`src/rtl/bus_arbiter4.sv`:
```
// bus_arbiter4: round-robin arbiter and sequencer for a shared 4-to-1 datapath mux.
//
// Grants one of four requesters at a time, drives the mux select from the grant and
// registers the selected word onto D_OUT with a VALID strobe. A per-grant hold limit
// (MAX_HOLD beats) bounds how long one owner keeps the mux while others are waiting.
//
// Ports:
//   CLK          single clock, rising edge
//   RST          asynchronous active-high reset
//   REQ[3:0]     per-requester request; REQ[i] high asks for a beat this cycle
//   D_IN0..3     requester data words
//   GNT[3:0]     one-hot grant (all zero while idle)
//   SEL[1:0]     mux select, index of the granted requester
//   D_OUT        registered transferred word
//   VALID        D_OUT was transferred on the previous edge
//   BUSY         a grant is active
module bus_arbiter4 #(
    parameter int unsigned DATA_W   = 16,
    parameter int unsigned MAX_HOLD = 4
) (
    input  logic              CLK,
    input  logic              RST,
    input  logic [3:0]        REQ,
    input  logic [DATA_W-1:0] D_IN0,
    input  logic [DATA_W-1:0] D_IN1,
    input  logic [DATA_W-1:0] D_IN2,
    input  logic [DATA_W-1:0] D_IN3,
    output logic [3:0]        GNT,
    output logic [1:0]        SEL,
    output logic [DATA_W-1:0] D_OUT,
    output logic              VALID,
    output logic              BUSY
);

    localparam int unsigned CntW = $clog2(MAX_HOLD + 1);
    localparam logic [CntW-1:0] CntMax = CntW'(MAX_HOLD);
    localparam logic [CntW-1:0] CntOne = CntW'(1);

    typedef enum logic [0:0] {StIdle, StGrant} state_e;

    state_e            state_q, state_d;
    logic [3:0]        gnt_q, gnt_d;
    logic [1:0]        sel_q, sel_d;
    logic [1:0]        last_q, last_d;
    logic [CntW-1:0]   cnt_q, cnt_d;
    logic [DATA_W-1:0] dout_q, dout_d;
    logic              valid_q, valid_d;

    logic [DATA_W-1:0] d_in [4];
    logic [3:0]        others;
    logic [3:0]        search_mask;
    logic [1:0]        winner;

    // First set bit of mask in the order last+1, last+2, last+3, last.
    function automatic logic [1:0] rr_pick(input logic [1:0] last, input logic [3:0] mask);
        logic [1:0] idx;
        rr_pick = last;
        // Walk from the lowest priority upward so the highest-priority hit wins.
        for (int i = 4; i >= 1; i--) begin
            idx = last + 2'(i);
            if (mask[idx]) begin
                rr_pick = idx;
            end
        end
    endfunction

    always_comb begin
        d_in[0] = D_IN0;
        d_in[1] = D_IN1;
        d_in[2] = D_IN2;
        d_in[3] = D_IN3;
    end

    always_comb begin
        others      = REQ & ~(4'b0001 << sel_q);
        search_mask = (state_q == StIdle) ? REQ : others;
        winner      = rr_pick(last_q, search_mask);
    end

    always_comb begin
        state_d = state_q;
        gnt_d   = gnt_q;
        sel_d   = sel_q;
        last_d  = last_q;
        cnt_d   = cnt_q;
        dout_d  = dout_q;
        valid_d = 1'b0;

        // A beat transfers regardless of what happens to the grant on this edge.
        if (state_q == StGrant && REQ[sel_q]) begin
            dout_d  = d_in[sel_q];
            valid_d = 1'b1;
        end

        unique case (state_q)
            StIdle: begin
                if (|REQ) begin
                    state_d = StGrant;
                    sel_d   = winner;
                    last_d  = winner;
                    gnt_d   = 4'b0001 << winner;
                    cnt_d   = CntOne;
                end
            end
            StGrant: begin
                if (!REQ[sel_q]) begin
                    if (|others) begin
                        sel_d  = winner;
                        last_d = winner;
                        gnt_d  = 4'b0001 << winner;
                        cnt_d  = CntOne;
                    end else begin
                        state_d = StIdle;
                        gnt_d   = 4'b0000;
                        cnt_d   = '0;
                    end
                end else if (cnt_q == CntMax && |others) begin
                    sel_d  = winner;
                    last_d = winner;
                    gnt_d  = 4'b0001 << winner;
                    cnt_d  = CntOne;
                end else if (cnt_q != CntMax) begin
                    cnt_d = cnt_q + CntOne;
                end
            end
            default: begin
                state_d = StIdle;
                gnt_d   = 4'b0000;
                cnt_d   = '0;
            end
        endcase
    end

    always_ff @(posedge CLK or posedge RST) begin
        if (RST) begin
            state_q <= StIdle;
            gnt_q   <= 4'b0000;
            sel_q   <= 2'd0;
            last_q  <= 2'd3;
            cnt_q   <= '0;
            dout_q  <= '0;
            valid_q <= 1'b0;
        end else begin
            state_q <= state_d;
            gnt_q   <= gnt_d;
            sel_q   <= sel_d;
            last_q  <= last_d;
            cnt_q   <= cnt_d;
            dout_q  <= dout_d;
            valid_q <= valid_d;
        end
    end

    assign GNT   = gnt_q;
    assign SEL   = sel_q;
    assign D_OUT = dout_q;
    assign VALID = valid_q;
    assign BUSY  = (state_q == StGrant);

endmodule

```
`config.mk`:
```
export PLATFORM = sky130hd
export DESIGN_NAME = bus_arbiter4
export DESIGN_NICKNAME = d
export VERILOG_FILES = /design/src/rtl/bus_arbiter4.sv
export SDC_FILE = /design/constraint.sdc
export NUM_CORES = 1
export LEC_CHECK = 0
export ABC_CLOCK_PERIOD_IN_PS = 4900
export CORE_MARGIN = 2
export CORE_UTILIZATION = 44
export CTS_BUF_LIST = sky130_fd_sc_hd__clkbuf_8
export DETAILED_ROUTE_END_ITERATION = 10
export PLACE_DENSITY = 0.87
export SYNTH_ARGS = -nofsm -noshare
export SYNTH_HDL_FRONTEND = slang
export SYNTH_SLANG_ARGS = --single-unit
export TNS_END_PERCENT = 100
```
`constraint.sdc`:
```
create_clock -name CLK -period 4.9 [get_ports CLK]
set_input_delay 0.49 -clock CLK [delete_from_list [all_inputs] [get_ports CLK]]
set_output_delay 0.49 -clock CLK [all_outputs]
set_load 0.02 [all_outputs]
```
==> out/results.ini, run 1 <==
[cts]
cts_root_buf=clkbuf_8
cts.path.max_buffers=2
clk_latency_ns=0.28
cts_htree_levels=2
post_cts_resized=0
cts_tree=built
clk_pin_slew_ns=0.06
ctsHoldBuffers=0
postCtsSetupBuffers=0
cts_buffers=5
cts_sinks=29

[synth]
seq_area_frac_synth=0.399
synthCells=139
yosys.area.top_type=dfrtp_1
syn_nets=211
ys_top_cells_by_area=dfrtp_1 37%, mux4_2 20%, mux2_2 10%, dfstp_2 2.9%, a22o_1 2.4%
synth.distinct_cells=42
synth_largest_type_area_fraction=0.370
syn_area_um2=1820
ys_ff_latch=29
yosysWarnings=0
syn_area_per_cell_um2=13.1

[global_routing]
grt_max_degree=30
gr-total-overflow=0
antenna_found_initial=0
grt_util_all_layers=0.214
grt_pass1_wl_um=7360
grt_pass1_vias=1678

[die]
die_h_um=68.4
die_area_um2=4680
io_pins=94
dieWidth_um=68.4
core-area_um2=4000
initial_utilization=0.456
rows=23

[placed_design]
hpwl_um=3500
post-place-cells=274
place.gp.congestion=0.826
io_buffers=93

[sta]
finalSetupViolCount=0
period_share=0.561
maxSlewViolCount=0
whs_ns=0.489
final.setup.tns_ns=0
hold_violations=0
period_needed_ns=2.75
skew_ns=0.00396
fmax_ghz=0.364
relSlewSlack=0.297
rsz0062_at_grt=false
worstMarginPinSlew_ns=1.06

[route]
num_vias=1579
wire_per_inst_um=15.7
first_iter_violations=77
ant_nets=0
dr.pass1.iters=4
via_per_inst=5.60
drc=0
drt-total-wl_um=4440

[setup_path]
cp-end-kind=flop
required_ns=5.06
crit_chain=mux2i_1, o22ai_2, nand3_1, o21ai_1, a21oi_1
start_kind=flop
critPathMaxFanout=27
crit_type=reg2reg
cp_slowest_cell=dfrtp_1
max_stage_delay_ns=1.00
crit_arrival_ns=2.91
cp_top_family=compound AO/OA/AOI/OAI gates
critPathBufInv=0

[final_layout]
drive_gt1_frac=0.216
area_delta_synth_final_pct=58.0
layout_commonest_cell=clkdlybuf4s50_1
fin_nets=303
stdcell_count=282
final_cell_mix=93 x clkdlybuf4s50_1, 27 x dfrtp_1, 17 x mux2_2
diodes=0

[status]
outcome=finished, final reports clean

[power]
pwr_density_cell_nw_per_um2=592
leakagePower_nw=1.15
irDropWorstVdd_mv=0.336
power_mw=1.71

[run]
maxCapViolations=0

[worst_hold_path]
hp-class=reg2reg

## state kept, by name, indices dropped and copies added, names as in the netlist
register,count
D_OUT,16
BUSY,1
SEL,2
last_q,2
VALID,1
cnt_q,3
GNT,4
## routing by layer
layer	wire length, µm	vias to the layer above	global-route usage
li1	-	730	-
met1	1590	770	0.222
met2	2380	73	0.387
met3	407	6	0.0855
met4	59	0	0.0750
met5	0	-	0
## worst paths after layout
check | start | slack [ns] | cells past startpoint | endpoint
setup / recovery | SEL[1] | 2.15 | 5 | cnt_q[0]
min in group asynchronous | RST | 0.79 | 2 | GNT[3]
hold reg to reg | D_OUT[9] | 0.49 | 1 | D_OUT[9]
setup reg to reg | SEL[1] | 2.15 | 5 | cnt_q[0]
max in group asynchronous | RST | 3.48 | 2 | D_OUT[3]
hold / removal | D_OUT[9] | 0.49 | 1 | D_OUT[9]
## cells by family (layout without fill, tap and decap cells)
| logic type | Yosys count | count (layout) | synth area share |
|---|---|---|---|
| muxes | 37 | 37 | 0.328 |
| AOI/OAI and AO/OA | 29 | 29 | 0.131 |
| DFF | 29 | 29 | 0.399 |
| and+or+nand+nor | 28 | 28 | 0.0898 |
| buffers and inverters | 14 | 107 | 0.0384 |
| adders and majority gates | 2 | 2 | 0.0137 |
## power by group
part	internal, mW	leakage, nW	switching, mW
logic	0.582	0.749	0.420
registers	0.363	0.342	0.127
clock network	0.127	0.0542	0.0865
## cell type report
type | count | area [µm²]
Fill cell | 268 | 1120
Multi-Input combinational cell | 96 | 1030
Timing Repair Buffer | 94 | 938
Sequential cell | 29 | 728
Clock buffer | 7 | 96.3
Tap cell | 50 | 62.6
Inverter | 5 | 18.8
Clock inverter | 1 | 5.00
## cells in the mapped netlist (all sizes together)
cell type,number
a211o,1
a211oi,2
a21bo,1
a21boi,1
a21o,3
a21oi,3
a22o,5
a22oi,1
a2bb2oi,1
a31oi,2
a32o,3
a41oi,1
and2,2
and3,1
buf,7
clkbuf,2
dfrtp,27
dfstp,2
ha,2
inv,5
mux2,19
mux2i,2
mux4,16
nand2,4
nand2b,2
nand3,4
nand3b,2
nand4,1
nor2,4
nor2b,4
nor3,1
nor4,1
o21ai,3
o22a,1
o22ai,1
or3b,1
or4b,1
## metrics by stage
stage                     cell area, µm²   util  setup slack [ns]
after floorplan                     1820      -              2.73
after global placement              2780  0.695              2.26
after detailed placement            2780  0.695              2.10
after CTS                           2880  0.720              2.10
after global routing                2880  0.720              1.98
final                               2880  0.720              2.15
Note: power is estimated with default switching activity, not from simulation.
==> run 2, diff against run 1 <==
ABC_CLOCK_PERIOD_IN_PS = 2300   (was 4900)
CORE_UTILIZATION = 37   (was 44)
PLACE_DENSITY = 0.78   (was 0.87)
clock period = 2.3 ns   (was 4.9 ns; I/O delays follow)
==> out/results.ini, run 2 (same netlist as run 1, synthesis figures left out) <==
[cts]
cts_root_buf=clkbuf_8
cts.path.max_buffers=2
post_cts_resized=0
postCtsSetupBuffers=0
cts_htree_levels=2
ctsHoldBuffers=0
cts_buffers=5
clk_pin_slew_ns=0.06
cts_sinks=29
cts_tree=built
clk_latency_ns=0.28

[setup_path]
required_ns=2.46
start_kind=flop
critPathMaxFanout=26
crit_type=reg2reg
worstReg2RegEnd=SEL[0]
crit_arrival_ns=2.23
r2r_cells=6
cp-end-kind=flop
r2r-start=SEL[1]
regToRegSetupSlack_ns=0.23

[final_layout]
layout_commonest_cell=clkdlybuf4s50_1
final_cell_mix=93 x clkdlybuf4s50_1, 27 x dfrtp_1, 17 x mux2_2
diodes=0
fin_nets=311
drive_gt1_frac=0.242
area_delta_synth_final_pct=62.4
largest_reg_flops=16
stdcell_count=307

[route]
wl_met2_um=2260
ant_nets=0
drc=0
wire_per_inst_um=14.7
highest_layer=met4
via_per_inst=5.24
met3_length_um=424
num_vias=1609
drt-total-wl_um=4510
dr.pass1.iters=4
first_iter_violations=73
met1_length_um=1750

[die]
initial_utilization=0.386
rows=25
io_pins=94
dieWidth_um=74.2
die_h_um=74.2
die_area_um2=5510
core-area_um2=4720

[sta]
relSlewSlack=0.602
period_share=0.898
skew_ns=0.00737
rsz0062_at_grt=false
hold_violations=0
worstMarginPinSlew_ns=0.596
final.setup.tns_ns=0
period_needed_ns=2.07
maxSlewViolCount=0
fmax_ghz=0.484
finalSetupViolCount=0
whs_ns=0.313

[global_routing]
grt_util_all_layers=0.181
grt_pass1_wl_um=7510
gr-total-overflow=0
grt_pass1_vias=1718
grt_max_degree=27
antenna_found_initial=0

[placed_design]
io_buffers=93
hpwl_um=3600
place.gp.congestion=0.783
post-place-cells=299

[power]
irDropWorstVdd_mv=0.651
leakagePower_nw=1.19
power_mw=3.68
pwr_density_cell_nw_per_um2=1240

[status]
outcome=finished, final reports clean

[run]
maxCapViolations=0

[worst_hold_path]
hp-class=in2async

run 2: cell count changes in the layout (fill, tap and decap cells not counted):
cell	previous run	this run
buf_4	1	9
run 2: power by group:
group	leakage [nW]	switching (mW)	total (mW)	internal, mW
registers	0.342	0.173	0.949	0.776
logic	0.789	0.998	2.28	1.28
clock network	0.0542	0.185	0.455	0.270
total	1.19	1.36	3.68	2.33
run 2: final cells by class:
| cell class | instances | area (µm²) |
|---|---|---|
| Sequential cell | 29 | 728 |
| Clock buffer | 7 | 96.3 |
| Fill cell | 385 | 1760 |
| Inverter | 5 | 18.8 |
| Clock inverter | 1 | 5.00 |
| Multi-Input combinational cell | 96 | 1030 |
| Timing Repair Buffer | 102 | 998 |
| Tap cell | 67 | 83.8 |
run 2: worst max-delay path: stages, from the launching register on:
cell and delay, ns:
dfrtp_1 0.39, buf_4 0.33, nand3_1 0.17, and2_1 0.22, a32o_1 0.23, a211o_1 0.33
mux2_2 0.28
run 2: stage by stage:
| stage | instance area (µm²) | util | setup slack (ns) |
|---|---|---|---|
| 2_1_floorplan | 1820 | - | 0.127 |
| 3_3_place_gp | 2860 | 0.606 | 0.0979 |
| 3_5_place_dp | 2860 | 0.606 | 0.0420 |
| 4_1_cts | 2960 | 0.627 | 0.199 |
| 5_1_grt | 2960 | 0.627 | 0.0978 |
| 6_report | 2960 | 0.627 | 0.234 |
run 2: worst max-delay path by stage:
stage | startpoint | to
4_1_cts | SEL[1] | SEL[0]
3_5_place_dp | REQ[3] | SEL[0]
5_1_grt | SEL[1] | SEL[0]
6_report | SEL[1] | SEL[0]
2_1_floorplan | SEL[0] | D_OUT[6]
3_3_place_gp | REQ[3] | SEL[0]
run 2: layer usage:
| metal | GRT usage | vias to the layer above |
|---|---|---|
| li1 | - | 747 |
| met1 | 0.199 | 785 |
| met2 | 0.321 | 68 |
| met3 | 0.0637 | 9 |
| met4 | 0.0675 | 0 |
| met5 | 0 | - |
==> run 3, diff against run 2 <==
GPL_TIMING_DRIVEN = 0   (was default)
==> out/results.ini, run 3 (same netlist as run 1, synthesis figures left out) <==
[power]
p_clk_frac=0.114
seqPwrFrac=0.257
netSwitchingFraction=0.369
p_switching_mw=1.34
power.internal_mw=2.29
leakagePower_nw=1.17
comb_power_share=0.628
irDropWorstVdd_mv=0.684
pwr_density_cell_nw_per_um2=1240

[setup_path]
r2r-start=SEL[1]
crit_chain=buf_6, mux2_4, or4b_4, a41oi_4, mux2_2
max_stage_delay_ns=0.52
crit_arrival_ns=2.26
cp-end-kind=flop
r2r_cells=5
regToRegSetupSlack_ns=0.20
crit_path_start=SEL[1]
start_kind=flop
worstReg2RegEnd=SEL[0]
required_ns=2.46
critPathMaxFanout=8
cp_slowest_cell=or4b_4
crit_type=reg2reg

[cts]
clk_latency_ns=0.27
postCtsSetupBuffers=0
post_cts_resized=1
cts_tree=built
cts_buffers=5
cts.path.max_buffers=2
clk_pin_slew_ns=0.06
cts_root_buf=clkbuf_8
cts_htree_levels=2
ctsHoldBuffers=0
cts_sinks=29

[sta]
worstMarginPinSlew_ns=1.08
relSlewSlack=0.281
skew_ns=0.00548
period_share=0.915
maxSlewViolCount=0
period_needed_ns=2.10
rsz0062_at_grt=false
setup_ws_ns=0.195
finalSetupViolCount=0
hold_violations=0
fmax_ghz=0.475

[worst_hold_path]
min_to=D_OUT[9]
hp-class=reg2reg
whs_path_depth=1
hp-start=D_OUT[9]

[placed_design]
post-place-cells=299
hpwl_um=3490
place.gp.congestion=0.786
postPlaceCellArea_um2=2840
io_buffers=93
post-place-ws_ns=-0.0609

[route]
drt-total-wl_um=4390
drc=0
dr.pass1.iters=4
ant_nets=0
via_per_inst=5.13
wire_per_inst_um=14.3
num_vias=1571
first_iter_violations=65

[final_layout]
final_cell_mix=93 x clkdlybuf4s50_1, 27 x dfrtp_1, 17 x mux2_2
layout_commonest_cell=clkdlybuf4s50_1
fillers=381
multi_input_area_um2=1030
largest_reg_flops=16
area_delta_synth_final_pct=60.6
seq_area_um2=728
fin_nets=310
drive_gt1_frac=0.222
diodes=0
stdcell_count=306
design_area_um2=2930

[status]
outcome=finished, final reports clean

[die]
core-area_um2=4720
die_h_um=74.2
io_pins=94
initial_utilization=0.386
rows=25
die_area_um2=5510
dieWidth_um=74.2

[global_routing]
grt_max_degree=30
grt_util_all_layers=0.179
grt_pass1_vias=1708
antenna_found_initial=0
gr-total-overflow=0
grt_pass1_wl_um=7590

[run]
maxCapViolations=0

## run 3: how the worst max path moves through the flow
stage / endpoint / slack [ns] / cells after the start
floorplan: D_OUT[6] / 0.13 / 5
global placement: SEL[0] / -0.06 / 5
detailed placement: D_OUT[7] / -0.06 / 5
CTS: D_OUT[4] / 0.03 / 5
global route: SEL[0] / 0.09 / 5
finish: SEL[0] / 0.20 / 5
## run 3: final cells by class
class | instances | area share
Inverter | 5 | 0.00640
Multi-Input combinational cell | 96 | 0.350
Clock inverter | 2 | 0.00256
Timing Repair Buffer | 93 | 0.318
Sequential cell | 29 | 0.249
Clock buffer | 6 | 0.0282
Buffer | 8 | 0.0179
Tap cell | 67 | 0.0286
## run 3: stage by stage
step / hold slack [ns] / TNS (ns) / power (mW) / utilization
final: 0.490 / 0 / 3.62 / 0.620
after global routing: 0.522 / 0 / 3.90 / 0.620
after CTS: 0.496 / 0 / 3.68 / 0.621
after detailed placement: 0.483 / -0.513 / 3.24 / 0.601
after global placement: 0.468 / -0.381 / 3.21 / 0.601
after floorplan: 0.307 / 0 / 2.46 / -
## run 3: per-layer routing
layer  vias to the layer above  track usage  routed length [µm]
li1                        741            -                   -
met1                       758        0.206                1660
met2                        68        0.318                2250
met3                         4       0.0542                 430
met4                         0       0.0595                  55
met5                         -            0                   0
## run 3: critical path, delay by kind of cell, from the launching register on
family	cells	cell delay, ns
AND/OR/NAND/NOR	1	0.52
flip-flops	1	0.39
AO/OA/AOI/OAI	1	0.28
buffers and inverters	1	0.14
multiplexers	2	0.66
## run 3: power groups by stage
stage | combinational, mW | sequential [mW] | clock, mW
after floorplan | 1.31 | 1.15 | 0
after global placement | 2.29 | 0.916 | 0
after detailed placement | 2.32 | 0.924 | 0
after CTS | 2.33 | 0.920 | 0.424
after global routing | 2.48 | 0.972 | 0.447
final | 2.28 | 0.932 | 0.415
